$ cat src/rtl/energy_accumulator.sv
// Saturating per-frame energy accumulator: sums signed terms on a valid/ready
// input port and presents the closed frame's energy on a valid/ready output port.
module energy_accumulator #(
   parameter int TERM_BITWIDTH    = 16,
   parameter int ENERGY_BITWIDTH  = 32,
   parameter int COUNTER_BITWIDTH = 8
) (
   input  logic                               clk_i,
   input  logic                               rst_i,
   input  logic                               en_i,
   input  logic                               clear_i,
   input  logic                               term_valid_i,
   input  logic signed [TERM_BITWIDTH-1:0]    term_i,
   output logic                               term_ready_o,
   input  logic                               counter_finish_i,
   input  logic                               counter_overflow_i,
   output logic                               energy_valid_o,
   output logic signed [ENERGY_BITWIDTH-1:0]  energy_o,
   input  logic                               energy_ready_i,
   output logic                               saturated_o,
   output logic                               error_o,
   output logic [COUNTER_BITWIDTH-1:0]        term_count_o
);

   typedef enum logic {ACCUM, HOLD} state_t;

   localparam logic [ENERGY_BITWIDTH-1:0] MAX_ENERGY = {1'b0, {(ENERGY_BITWIDTH-1){1'b1}}};
   localparam logic [ENERGY_BITWIDTH-1:0] MIN_ENERGY = {1'b1, {(ENERGY_BITWIDTH-1){1'b0}}};

   state_t                       r_state;
   state_t                       w_stateNext;
   logic [ENERGY_BITWIDTH-1:0]   r_acc;
   logic [COUNTER_BITWIDTH-1:0]  r_count;
   logic                         r_sticky;
   logic [ENERGY_BITWIDTH-1:0]   r_energy;
   logic                         r_valid;
   logic                         r_sat;
   logic                         r_err;

   logic [ENERGY_BITWIDTH:0]     w_termExt;
   logic [ENERGY_BITWIDTH:0]     w_sumWide;
   logic                         w_clamp;
   logic [ENERGY_BITWIDTH-1:0]   w_accNext;
   logic                         w_termHs;
   logic                         w_close;
   logic                         w_outHs;

   // One guard bit above the accumulator exposes signed overflow of the add.
   assign w_termExt = {{(ENERGY_BITWIDTH-TERM_BITWIDTH+1){term_i[TERM_BITWIDTH-1]}}, term_i};
   assign w_sumWide = {r_acc[ENERGY_BITWIDTH-1], r_acc} + w_termExt;
   assign w_clamp   = w_sumWide[ENERGY_BITWIDTH] != w_sumWide[ENERGY_BITWIDTH-1];
   assign w_accNext = !w_clamp ? w_sumWide[ENERGY_BITWIDTH-1:0]
                    : (w_sumWide[ENERGY_BITWIDTH] ? MIN_ENERGY : MAX_ENERGY);

   assign term_ready_o = !rst_i && !clear_i && en_i && (r_state == ACCUM);
   assign w_termHs     = term_ready_o && term_valid_i;
   assign w_close      = w_termHs && (counter_finish_i || counter_overflow_i);
   assign w_outHs      = !clear_i && en_i && (r_state == HOLD) && r_valid && energy_ready_i;

   always_comb begin
      w_stateNext = r_state;
      case (r_state)
         ACCUM:   if (w_close) w_stateNext = HOLD;
         HOLD:    if (w_outHs) w_stateNext = ACCUM;
         default: w_stateNext = ACCUM;
      endcase
   end

   always_ff @(posedge clk_i) begin
      if (rst_i || clear_i) begin
         r_state <= ACCUM;
      end else begin
         r_state <= w_stateNext;
      end
   end

   // The closing term's clamp must reach saturated_o, so it is folded in directly.
   always_ff @(posedge clk_i) begin
      if (rst_i || clear_i) begin
         r_acc    <= '0;
         r_count  <= '0;
         r_sticky <= 1'b0;
         r_energy <= '0;
         r_valid  <= 1'b0;
         r_sat    <= 1'b0;
         r_err    <= 1'b0;
      end else if (w_termHs) begin
         r_acc    <= w_accNext;
         r_count  <= r_count + 1'b1;
         r_sticky <= r_sticky | w_clamp;
         if (w_close) begin
            r_energy <= w_accNext;
            r_valid  <= 1'b1;
            r_sat    <= r_sticky | w_clamp;
            r_err    <= counter_overflow_i;
         end
      end else if (w_outHs) begin
         r_acc    <= '0;
         r_count  <= '0;
         r_sticky <= 1'b0;
         r_valid  <= 1'b0;
         r_sat    <= 1'b0;
         r_err    <= 1'b0;
      end
   end

   assign energy_valid_o = r_valid;
   assign energy_o       = r_energy;
   assign saturated_o    = r_sat;
   assign error_o        = r_err;
   assign term_count_o   = r_count;

endmodule

$ cat config.mk
export PLATFORM = sky130hd
export DESIGN_NAME = energy_accumulator
export DESIGN_NICKNAME = d
export VERILOG_FILES = /design/src/rtl/energy_accumulator.sv
export SDC_FILE = /design/constraint.sdc
export NUM_CORES = 1
export LEC_CHECK = 0
export ABC_AREA = 1
export BUFFER_PORTS_ARGS = -buffer_cell sky130_fd_sc_hd__buf_2
export CORE_UTILIZATION = 35
export DETAILED_ROUTE_END_ITERATION = 8
export REMOVE_ABC_BUFFERS = 1
export SETUP_SLACK_MARGIN = 0.1
export SYNTH_ARGS = -nofsm -noshare
export SYNTH_HDL_FRONTEND = slang
export SYNTH_SLANG_ARGS = --single-unit
$ cat constraint.sdc
create_clock -name clk_i -period 3.9 [get_ports clk_i]
set_clock_uncertainty 0.05 [all_clocks]
set_input_delay 0.585 -clock clk_i [delete_from_list [all_inputs] [get_ports clk_i]]
set_output_delay 0.585 -clock clk_i [all_outputs]
set_load 0.005 [all_outputs]
Word level (Yosys, flattened, before mapping)
Cells that the tools add are included.
- register bits: 77
- bits of input ports: 24
- add/sub/neg operators: 2
- eq/ne operators: 2
- multiplexer cells: 17
- bitwise gates (word level): 2
- reductions and logical operators: 16
- operators with widths (cell ; number):
    32-bit 2-to-1 mux ; 4
    32-bit by 16-bit adder with 33-bit output ; 1
    8-bit 2-to-1 mux ; 2
    1-bit 2-to-1 mux ; 10
    1-bit logical AND ; 9
    8-bit by 1-bit adder with 8-bit output (second input constant) ; 1
    2-bit AND reduction ; 2
    1-bit zero test ; 2
    1-bit logical OR ; 2
    2-bit by 1-bit inequality test with 1-bit output (second input constant) ; 1
    1-bit one-hot mux with 2 select lines ; 1
    2-bit nonzero test ; 1
    1-bit inequality test ; 1
    1-bit inverter ; 1
    1-bit OR ; 1

Depth between registers and ports, before layout
Gate-level depths: netlist of the first run.
- word-level depth: 8
- mapped depth: 21
- gate-level depth less buffers: 20

Worst setup path before layout of the first run
No wires, ideal clock.
- kind: input-to-reg
- start point: in term_i[0]
- end point: reg r_energy[5] (netlist: energy_o[5])
- arrival time: 2377 ps
- data required time: 3737 ps
- path slack: 1360 ps
- stages: 20
- path buffers: 1
- cells stage by stage: ha_1 > inv_1 > fa_1 > inv_1 > nand3_1 > nand2_1 > nand2_1 > nand2_2 > nand2_1 > nand2_2 > nand2_1 > nand3_1 > nand2_2 > inv_2 > nand2_4 > buf_6 > nand2_1 > nand2_1 > o21ai_1 > inv_1
- longest elaborated chain between the ends: 3
- elaborated cells on any way between the ends: 4
- those cells by class: add/sub: 1; eq/ne: 1; mux: 2
- ends and longest elaborated chain (element ; RTL line ; text):
    start, declared ; 13 ; input logic signed [TERM_BITWIDTH-1:0] term_i,
    32-bit by 16-bit adder with 33-bit output * ; 50 ; assign w_sumWide = {r_acc[ENERGY_BITWIDTH-1], r_acc} + w_termExt;
    32-bit 2-to-1 mux or 1-bit inequality test (tied branches) ; 53, 51 ;
    32-bit 2-to-1 mux * ; 52 ; assign w_accNext = !w_clamp ? w_sumWide[ENERGY_BITWIDTH-1:0]
    end signal, assigned ; 92 ; r_energy <= w_accNext;
    end, declared ; 35 ; logic [ENERGY_BITWIDTH-1:0] r_energy;
Mark *: on every way between the ends. The rest lies on a longest branch, timed or not.
A chain may end at the register's enable or synchronous reset.

Final worst setup path of the first run
- start point: in term_i[15]
- end point: reg r_energy[0] (netlist: energy_o[0])
Same word-level chain as after synthesis.

==> results of run 1 <==
## tightest hold or removal path: stages, from the launching register on
cell	delay [ps]
dfxtp_1	310
nand2_1	60
a21oi_1	50
## power by group
| part | internal [mW] | switching (mW) |
|---|---|---|
| Combinational | 0.0737 | 0.156 |
| Sequential | 0.794 | 0.00396 |
| Clock | 0.577 | 0.345 |
## cell usage after synthesis, types with 9 or more instances
cell type | instances | area share
a21oi_1 | 72 | 0.068
nand2_1 | 301 | 0.21
inv_1 | 108 | 0.077
o21ai_1 | 22 | 0.021
clkbuf_1 | 14 | 0.010
xor2_1 | 15 | 0.025
o21ai_0 | 29 | 0.028
ha_1 | 33 | 0.078
buf_2 | 9 | 0.0086
nand3_1 | 18 | 0.017
dfxtp_1 | 77 | 0.29
nor2_1 | 113 | 0.081
## layout make-up
type / instances / share of cell area
inverter: 114 / 0.0703
clock inverter: 6 / 0.0142
timing repair buffer: 74 / 0.0637
clock buffer: 10 / 0.0393
tap: 184 / 0.0378
multi-input combinational: 652 / 0.522
sequential: 77 / 0.253
## cells by family after synthesis
family | Yosys count | share of synthesized area
simple gates | 460 | 0.348
buf+inv | 140 | 0.105
compound gates | 139 | 0.140
flops | 77 | 0.293
fa+ha+maj | 34 | 0.0822
xor+xnor | 19 | 0.0316
## metal layers
metal  vias to the layer above  share of wire
li1                       2839              -
met1                      2271           0.51
met2                        99           0.43
met3                        14          0.036
met4                         0          0.018
met5                         -              0
## state kept, by name (all words and copies together), names as in the netlist
signal,flops
energy_o,32
energy_valid_o,1
error_o,1
r_acc,32
r_state,1
r_sticky,1
saturated_o,1
term_count_o,8
## cells in the final DEF (no fill, tap or decap), types with 2 or more instances in the layout
| master | netlist | final |
|---|---|---|
| dfxtp_1 | 77 | 77 |
| o21bai_1 | 8 | 8 |
| nand4_1 | 5 | 5 |
| xor2_1 | 15 | 15 |
| o21ai_1 | 22 | 21 |
| clkinv_1 | 2 | 2 |
| inv_2 | 4 | 5 |
| a21oi_1 | 72 | 72 |
| clkbuf_16 | 0 | 9 |
| xnor2_1 | 4 | 4 |
| nand2_2 | 8 | 8 |
| ha_1 | 33 | 33 |
| inv_1 | 108 | 107 |
| nand2_1 | 301 | 301 |
| nand3b_1 | 6 | 6 |
| nor3_1 | 3 | 3 |
| nor2_1 | 113 | 113 |
| nand3_1 | 18 | 18 |
| bufinv_16 | 0 | 2 |
| buf_2 | 9 | 67 |
| buf_4 | 0 | 7 |
| o21ai_0 | 29 | 29 |
| clkinv_2 | 0 | 2 |
## how the worst min path moves through the flow
stage | from | to | slack [ps]
3_3_place_gp | error_o | error_o | 400
6_report | error_o | error_o | 420
5_1_grt | r_acc[12] | r_acc[12] | 440
4_1_cts | error_o | error_o | 420
3_5_place_dp | error_o | error_o | 410
2_1_floorplan | r_acc[0] | r_acc[0] | 400
## through the flow
| step | power [mW] | std cells | utilization |
|---|---|---|---|
| floorplan | 0.970 | 843 | - |
| global placement | 1.05 | 1101 | 0.395 |
| finish | 1.95 | 1117 | 0.417 |
| global route | 2.03 | 1117 | 0.417 |
| detailed placement | 1.05 | 1101 | 0.395 |
| CTS | 1.97 | 1117 | 0.417 |
==> impl_metrics.py, run 1 <==
metrics = {
    "setup_path": {
        "crit_path_start_kind": "input pin",
        "slowest_stage": "ha_1",
        "crit_family": "simple AND/OR/NAND/NOR gates",
        "r2r_start": "r_acc[0]",
        "cp-endpoint": "energy_o[0]",
        "crit_fanout": 22,
        "worstSetupPathType": "input pin to flop",
        "rr_worst_depth": 18,
        "rr_endpoint": "energy_o[0]",
        "path_cells": "buf_2, ha_1, nand2_1, inv_1, nand2_1, nand2_1, a21oi_1, nand2_2, nand2_1, nand2_1, nand2_1, nand2_2, nand2_2, buf_4, nand2_1, o21ai_0, inv_1",
        "worst-path-stages": 17,
        "cpMostUsedCell": "nand2_1",
        "crit_buf_inv": 4,
        "cpPeakStageDelay_ps": 370,
        "r2r_slack_ps": 1000,
        "crit_required_ps": 4080,
        "startpoint": "term_i[15]",
        "arrival_ps": 3150,
        "cp-end-kind": "flop",
    },
    "clocking": {
        "clkSinkCount": 77,
        "clock_path_buffers": 2,
        "cts_hold_buf": 0,
        "cts.reportedPaths.clkPinSlew_ps": 60,
        "htree_levels": 3,
        "cts_setup_buffers": 0,
        "clkLatencyLatePin_ps": 330,
        "cts-root-buf": "clkbuf_16",
        "numCtsBuffers": 9,
        "cts_tree": "yes",
        "ctsResizeCount": 0,
    },
    "final_layout": {
        "nets": 986,
        "drive_above_1_share": 0.116,
        "area_growth_syn_to_layout_pct": 15.6,
        "multi_input_area_um2": 3180,
        "n_fill_cell": 1588,
        "post-route-cell-area_um2": 6090,
        "n_antenna_cell": 0,
        "seqCellArea_um2": 1540,
    },
    "synth": {
        "synthArstFlopShare": 0,
        "synth-edff-count": 0,
        "synthCells": 869,
        "ys_ff_latch": 77,
        "synth_ff_type": "dfxtp_1",
        "postSynthAreaPerCell_um2": 6.06,
        "synth_area_um2": 5270,
        "ys_seq_area_frac": 0.293,
        "yosysWarnings": 0,
        "ys_types": 37,
    },
    "floorplan": {
        "io_pins": 68,
        "dieArea_um2": 15500,
        "core_area_um2": 14600,
        "placementRows": 44,
        "start_util": 0.361,
        "die_height_um": 125,
        "dieWidth_um": 125,
    },
    "timing": {
        "finalHoldViolations": 0,
        "grt_setup_unrepaired": "false",
        "tightest_slew_ps": 1040,
        "fin_crit_sh": 0.761,
        "slew_viol_final": 0,
        "tns_ps": 0,
        "layout_min_cycle_time_ps": 2970,
        "setup_slack_ps": 932,
        "hold_ws_ps": 416,
        "fmax_mhz": 337,
        "setup_viol": 0,
        "maxSlewHeadroom": 0.304,
    },
    "global_routing": {
        "grt_busiest_layer": "met2",
        "gr-usage-met3": 0.0335,
        "grt_usage": 0.187,
        "grt_max_degree": 43,
        "grt_overflow": 0,
        "use_met2": 0.296,
        "antenna_found_initial": 0,
        "grt_pass1_vias": 4935,
        "grt_pass1_wl_mm": 23.7,
        "met1_usage": 0.255,
    },
    "route": {
        "via_count": 5223,
        "routed_via_density": 4.68,
        "drtAntennaViolNets": 0,
        "drt-initial-drc-count": 387,
        "wl_mm": 14.2,
        "wl_per_cell_um": 12.7,
        "drc_errors": 0,
        "dr.pass1.iters": 4,
    },
    "place": {
        "numPortBuffers": 67,
        "pre_cts_slack_ps": 590,
        "place_area_um2": 5760,
        "dp_hpwl_mm": 10.5,
        "gp_congestion": 0.882,
    },
    "outcome": {
        "status": "finished clean",
    },
    "pwr": {
        "p_leak_nw": 3.30,
        "vdd_drop_max_v": 0.000185,
        "power_density_nw_per_um2": 320,
    },
    "hold_path": {
        "min_path_cells": 2,
        "hp-class": "flop to flop",
    },
    "flow_run": {
        "cap_viol_max_count": 0,
    },
}
No activity file was read; power rests on OpenSTA's default activity.
==> run 2, diff against run 1 <==
- clock period: 3.9 -> 2.8 ns (I/O delays scaled with it)
==> impl_metrics.py, run 2 (synthesis gave the netlist of run 1 again) <==
metrics = {
    "outcome": {
        "status": "finished clean",
    },
    "flow_run": {
        "cap_viol_max_count": 0,
    },
    "place": {
        "place_area_um2": 6110,
        "gp_congestion": 0.932,
        "numPortBuffers": 67,
        "dp_cells": 1145,
        "dp_hpwl_mm": 10.8,
    },
    "timing": {
        "fin_crit_sh": 0.895,
        "hold_ws_ps": 291,
        "grt_setup_unrepaired": "false",
        "maxSlewHeadroom": 0.235,
        "finalHoldViolations": 0,
        "tns_ps": 0,
        "tightest_slew_ps": 1150,
        "slew_viol_final": 0,
        "fmax_mhz": 399,
        "setup_viol": 0,
        "layout_min_cycle_time_ps": 2510,
    },
    "route": {
        "drt-initial-drc-count": 334,
        "drtAntennaViolNets": 0,
        "drc_errors": 0,
        "wl_mm": 14.7,
        "dr.pass1.iters": 5,
        "wl_per_cell_um": 12.6,
        "routed_via_density": 4.64,
        "via_count": 5399,
    },
    "floorplan": {
        "io_pins": 68,
        "core_area_um2": 14600,
        "dieWidth_um": 125,
        "die_height_um": 125,
        "start_util": 0.361,
        "placementRows": 44,
        "dieArea_um2": 15500,
    },
    "pwr": {
        "vdd_drop_max_v": 0.000335,
        "power_density_nw_per_um2": 410,
        "p_leak_nw": 3.52,
        "p_total_mw": 2.65,
    },
    "setup_path": {
        "r2r_slack_ps": 290,
        "cp-end-kind": "flop",
        "r2r_start": "r_acc[0]",
        "rr_worst_depth": 19,
        "cp-endpoint": "r_acc[25]",
        "arrival_ps": 2730,
        "rr_endpoint": "r_acc[25]",
        "crit_fanout": 6,
        "worstSetupPathType": "flop to flop",
        "crit_path_start_kind": "flop",
        "crit_required_ps": 3020,
        "startpoint": "r_acc[0]",
    },
    "clocking": {
        "clkSinkCount": 77,
        "clkLatencyLatePin_ps": 350,
        "htree_levels": 3,
        "cts.reportedPaths.clkPinSlew_ps": 60,
        "clock_path_buffers": 2,
        "cts_tree": "yes",
        "cts-root-buf": "clkbuf_16",
        "numCtsBuffers": 9,
    },
    "final_layout": {
        "drive_above_1_share": 0.162,
        "n_antenna_cell": 0,
        "final_cells": 1163,
        "area_growth_syn_to_layout_pct": 23.0,
        "n_fill_cell": 1591,
        "post-route-cell-area_um2": 6480,
        "final_common_cell": "nand2_1",
        "mostFrequentLayoutCells": "nand2_1 (300), nor2_1 (113), inv_1 (107), dfxtp_1 (77), a21oi_1 (70)",
        "multi_input_area_um2": 3240,
        "seqCellArea_um2": 1540,
        "nets": 1032,
    },
    "hold_path": {
        "hp-class": "input pin to flop",
    },
    "global_routing": {
        "grt_max_degree": 66,
        "grt_overflow": 0,
        "antenna_found_initial": 0,
        "grt_pass1_wl_mm": 24.3,
        "grt_pass1_vias": 4987,
        "grt_usage": 0.194,
    },
}
[run 2: changes by cell type in the layout (fill, tap and decap cells not counted), sizes merged]
cell	previous run	this run
buf	74	118
bufinv	2	1
clkbuf	10	11
clkinvlp	1	2
nand2	310	311
[run 2: cell type report]
| type | instances | area share |
|---|---|---|
| multi-input combinational | 653 | 0.500 |
| sequential | 77 | 0.238 |
| timing repair buffer | 119 | 0.114 |
| inverter | 114 | 0.0668 |
| tap | 184 | 0.0355 |
| clock buffer | 10 | 0.0353 |
| clock inverter | 6 | 0.00985 |
[run 2: metrics by stage]
stage	utilization	worst slack, ps
finish	0.444	293
global route	0.444	92.7
CTS	0.439	174
detailed placement	0.419	-46.0
global placement	0.419	-26.4
floorplan	-	-647
[run 2: worst min-delay path by stage]
stage                       startpoint  cells after the start  endpoint
finish              counter_overflow_i                      3   error_o
global route        counter_overflow_i                      3   error_o
CTS                 counter_overflow_i                      3   error_o
detailed placement             error_o                      2   error_o
global placement               error_o                      2   error_o
floorplan                     r_acc[0]                      2  r_acc[0]
[run 2: where the power goes]
group | total, mW | switching, mW | internal, mW
clock network | 1.17 | 0.478 | 0.688
registers | 1.11 | 0.00552 | 1.11
logic | 0.375 | 0.235 | 0.140
[run 2: per-layer routing]
layer  track usage  part of all wire  vias up
li1              -                 -     2935
met1         0.260              0.51     2359
met2         0.311              0.44       87
met3        0.0284             0.031       18
met4        0.0787             0.021        0
met5             0                 0        -
[run 2: timing repair]
item,CTS,global route
endpoints found under the setup margin,0,60
hold buffers,0,0
buffers inserted,0,1
resized for setup,0,22
[run 2: worst max-delay path, stage by stage (launching register included)]
cell     delay (ps)
dfxtp_1         340
ha_1            170
inv_1            60
fa_2            340
inv_1            60
nand3_1          60
nand2_1         110
nand2_1          80
nand2_2          80
nand2_1          60
nand2_2          80
nand2_1          60
nand2_1          60
nand2_1          80
nand2_4         130
nor2_4           60
buf_4           170
o21ai_1         170
nand2_1          90
a21oi_2         120
==> run 3, diff against run 2 <==
- CELL_PAD_IN_SITES_DETAIL_PLACEMENT: unset -> 0
- CELL_PAD_IN_SITES_GLOBAL_PLACEMENT: unset -> 2
- CORE_UTILIZATION: 35 -> 31
- PLACE_DENSITY_LB_ADDON: unset -> 0.1
==> impl_metrics.py, run 3 (synthesis gave the netlist of run 1 again) <==
metrics = {
    "outcome": {
        "status": "finished clean",
    },
    "place": {
        "pre_cts_slack_ps": -141,
        "gp_congestion": 0.865,
        "numPortBuffers": 67,
        "dp_hpwl_mm": 12.4,
    },
    "global_routing": {
        "grt_usage": 0.196,
        "grt_pass1_wl_mm": 26.9,
        "grt_overflow": 0,
        "antenna_found_initial": 0,
        "grt_pass1_vias": 5236,
        "grt_max_degree": 43,
    },
    "timing": {
        "setup_slack_ps": 230,
        "maxSlewHeadroom": 0.544,
        "slew_viol_final": 0,
        "fin_crit_sh": 0.918,
        "setup_viol": 0,
        "layout_min_cycle_time_ps": 2570,
        "fmax_mhz": 389,
        "grt_setup_unrepaired": "true",
        "tightest_slew_ps": 680,
        "finalHoldViolations": 0,
    },
    "final_layout": {
        "post-route-util": 0.394,
        "final_common_cell": "nand2_1",
        "n_antenna_cell": 0,
        "n_fill_cell": 1870,
        "area_growth_syn_to_layout_pct": 24.2,
        "mostFrequentLayoutCells": "nand2_1 (298), nor2_1 (113), inv_1 (107), dfxtp_1 (77), a21oi_1 (68)",
        "drive_above_1_share": 0.165,
        "nets": 1025,
    },
    "floorplan": {
        "dieArea_um2": 17500,
        "start_util": 0.317,
        "die_height_um": 132,
        "core_area_um2": 16600,
        "dieWidth_um": 132,
        "io_pins": 68,
        "placementRows": 47,
    },
    "clocking": {
        "cts_hold_buf": 0,
        "cts.reportedPaths.clkPinSlew_ps": 70,
        "clkLatencyLatePin_ps": 350,
        "htree_levels": 3,
        "cts-root-buf": "clkbuf_16",
        "clock_path_buffers": 2,
        "clkSinkCount": 77,
        "cts_tree": "yes",
        "numCtsBuffers": 9,
    },
    "route": {
        "via_count": 5473,
        "dr.pass1.iters": 5,
        "drt-initial-drc-count": 200,
        "drc_errors": 0,
        "wl_per_cell_um": 14.2,
        "drtAntennaViolNets": 0,
        "wl_mm": 16.9,
        "routed_via_density": 4.59,
    },
    "setup_path": {
        "crit_fanout": 16,
        "worstSetupPathType": "input pin to flop",
        "cp-end-kind": "flop",
        "crit_required_ps": 3000,
        "arrival_ps": 2770,
        "crit_path_start_kind": "input pin",
    },
    "flow_run": {
        "cap_viol_max_count": 0,
    },
    "hold_path": {
        "hp-class": "input pin to flop",
    },
    "pwr": {
        "power_density_nw_per_um2": 424,
        "p_leak_nw": 3.51,
        "vdd_drop_max_v": 0.000276,
    },
}
==> run 3: final timing paths <==
kind	start	endpoint	slack, ps	cells after the start
setup reg to reg	r_acc[0]	r_acc[25]	260	19
hold reg to reg	error_o	error_o	410	2
setup / recovery	term_i[15]	energy_o[19]	230	17
hold / removal	counter_overflow_i	error_o	280	3
==> run 3: what timing repair did <==
item / CTS / global route
endpoints found under the setup margin: 28 / 64
pin swaps: 0 / 3
cloned: 0 / 2
resized for setup: 2 / 27
setup buffers: 0 / 1
==> run 3: cell type report <==
type	instances	area [um2]	area share
well taps	220	275	0.0421
clock buffers	11	253	0.0386
clock inverters	5	65.1	0.00995
inverters	114	433	0.0662
repair buffers	111	709	0.108
flip-flops and latches	77	1540	0.236
multi-input cells	654	3260	0.499
==> run 3: per-stage QoR <==
stage          instance area [um2]  setup TNS [ps]  total power [mW]  instances  hold slack [ps]
6_report                      6540               0              2.77       1192              285
4_1_cts                       6440               0              2.80       1189              276
2_1_floorplan                 5140          -21440              1.35        843              399
5_1_grt                       6540               0              2.92       1192              295
3_3_place_gp                  6120           -3760              1.50       1173              392
3_5_place_dp                  6120           -3640              1.50       1173              409
==> run 3: worst max-delay path: stages <==
cell      delay [ps]
clkbuf_4         230
buf_4            190
ha_1             360
nand2_1          130
inv_1             40
a21oi_1          190
nand2_1          100
a21oi_1          180
nand2_1           80
nand2_1           70
nand2_2           80
inv_2            210
nand2_8          140
nand2_1           90
nand2_1           60
o21ai_0          140
inv_1             50
==> run 3: report_power, final <==
part | total, mW | internal [mW] | switching [mW]
registers | 1.11 | 1.11 | 0.00590
clock network | 1.28 | 0.750 | 0.530
logic | 0.383 | 0.136 | 0.247
==> run 3: routing by layer <==
metal	wire length, um	share of wire	global-route usage
met1	8590	0.51	0.268
met2	7560	0.45	0.319
met3	532	0.031	0.0250
met4	212	0.013	0.0645
met5	0	0	0
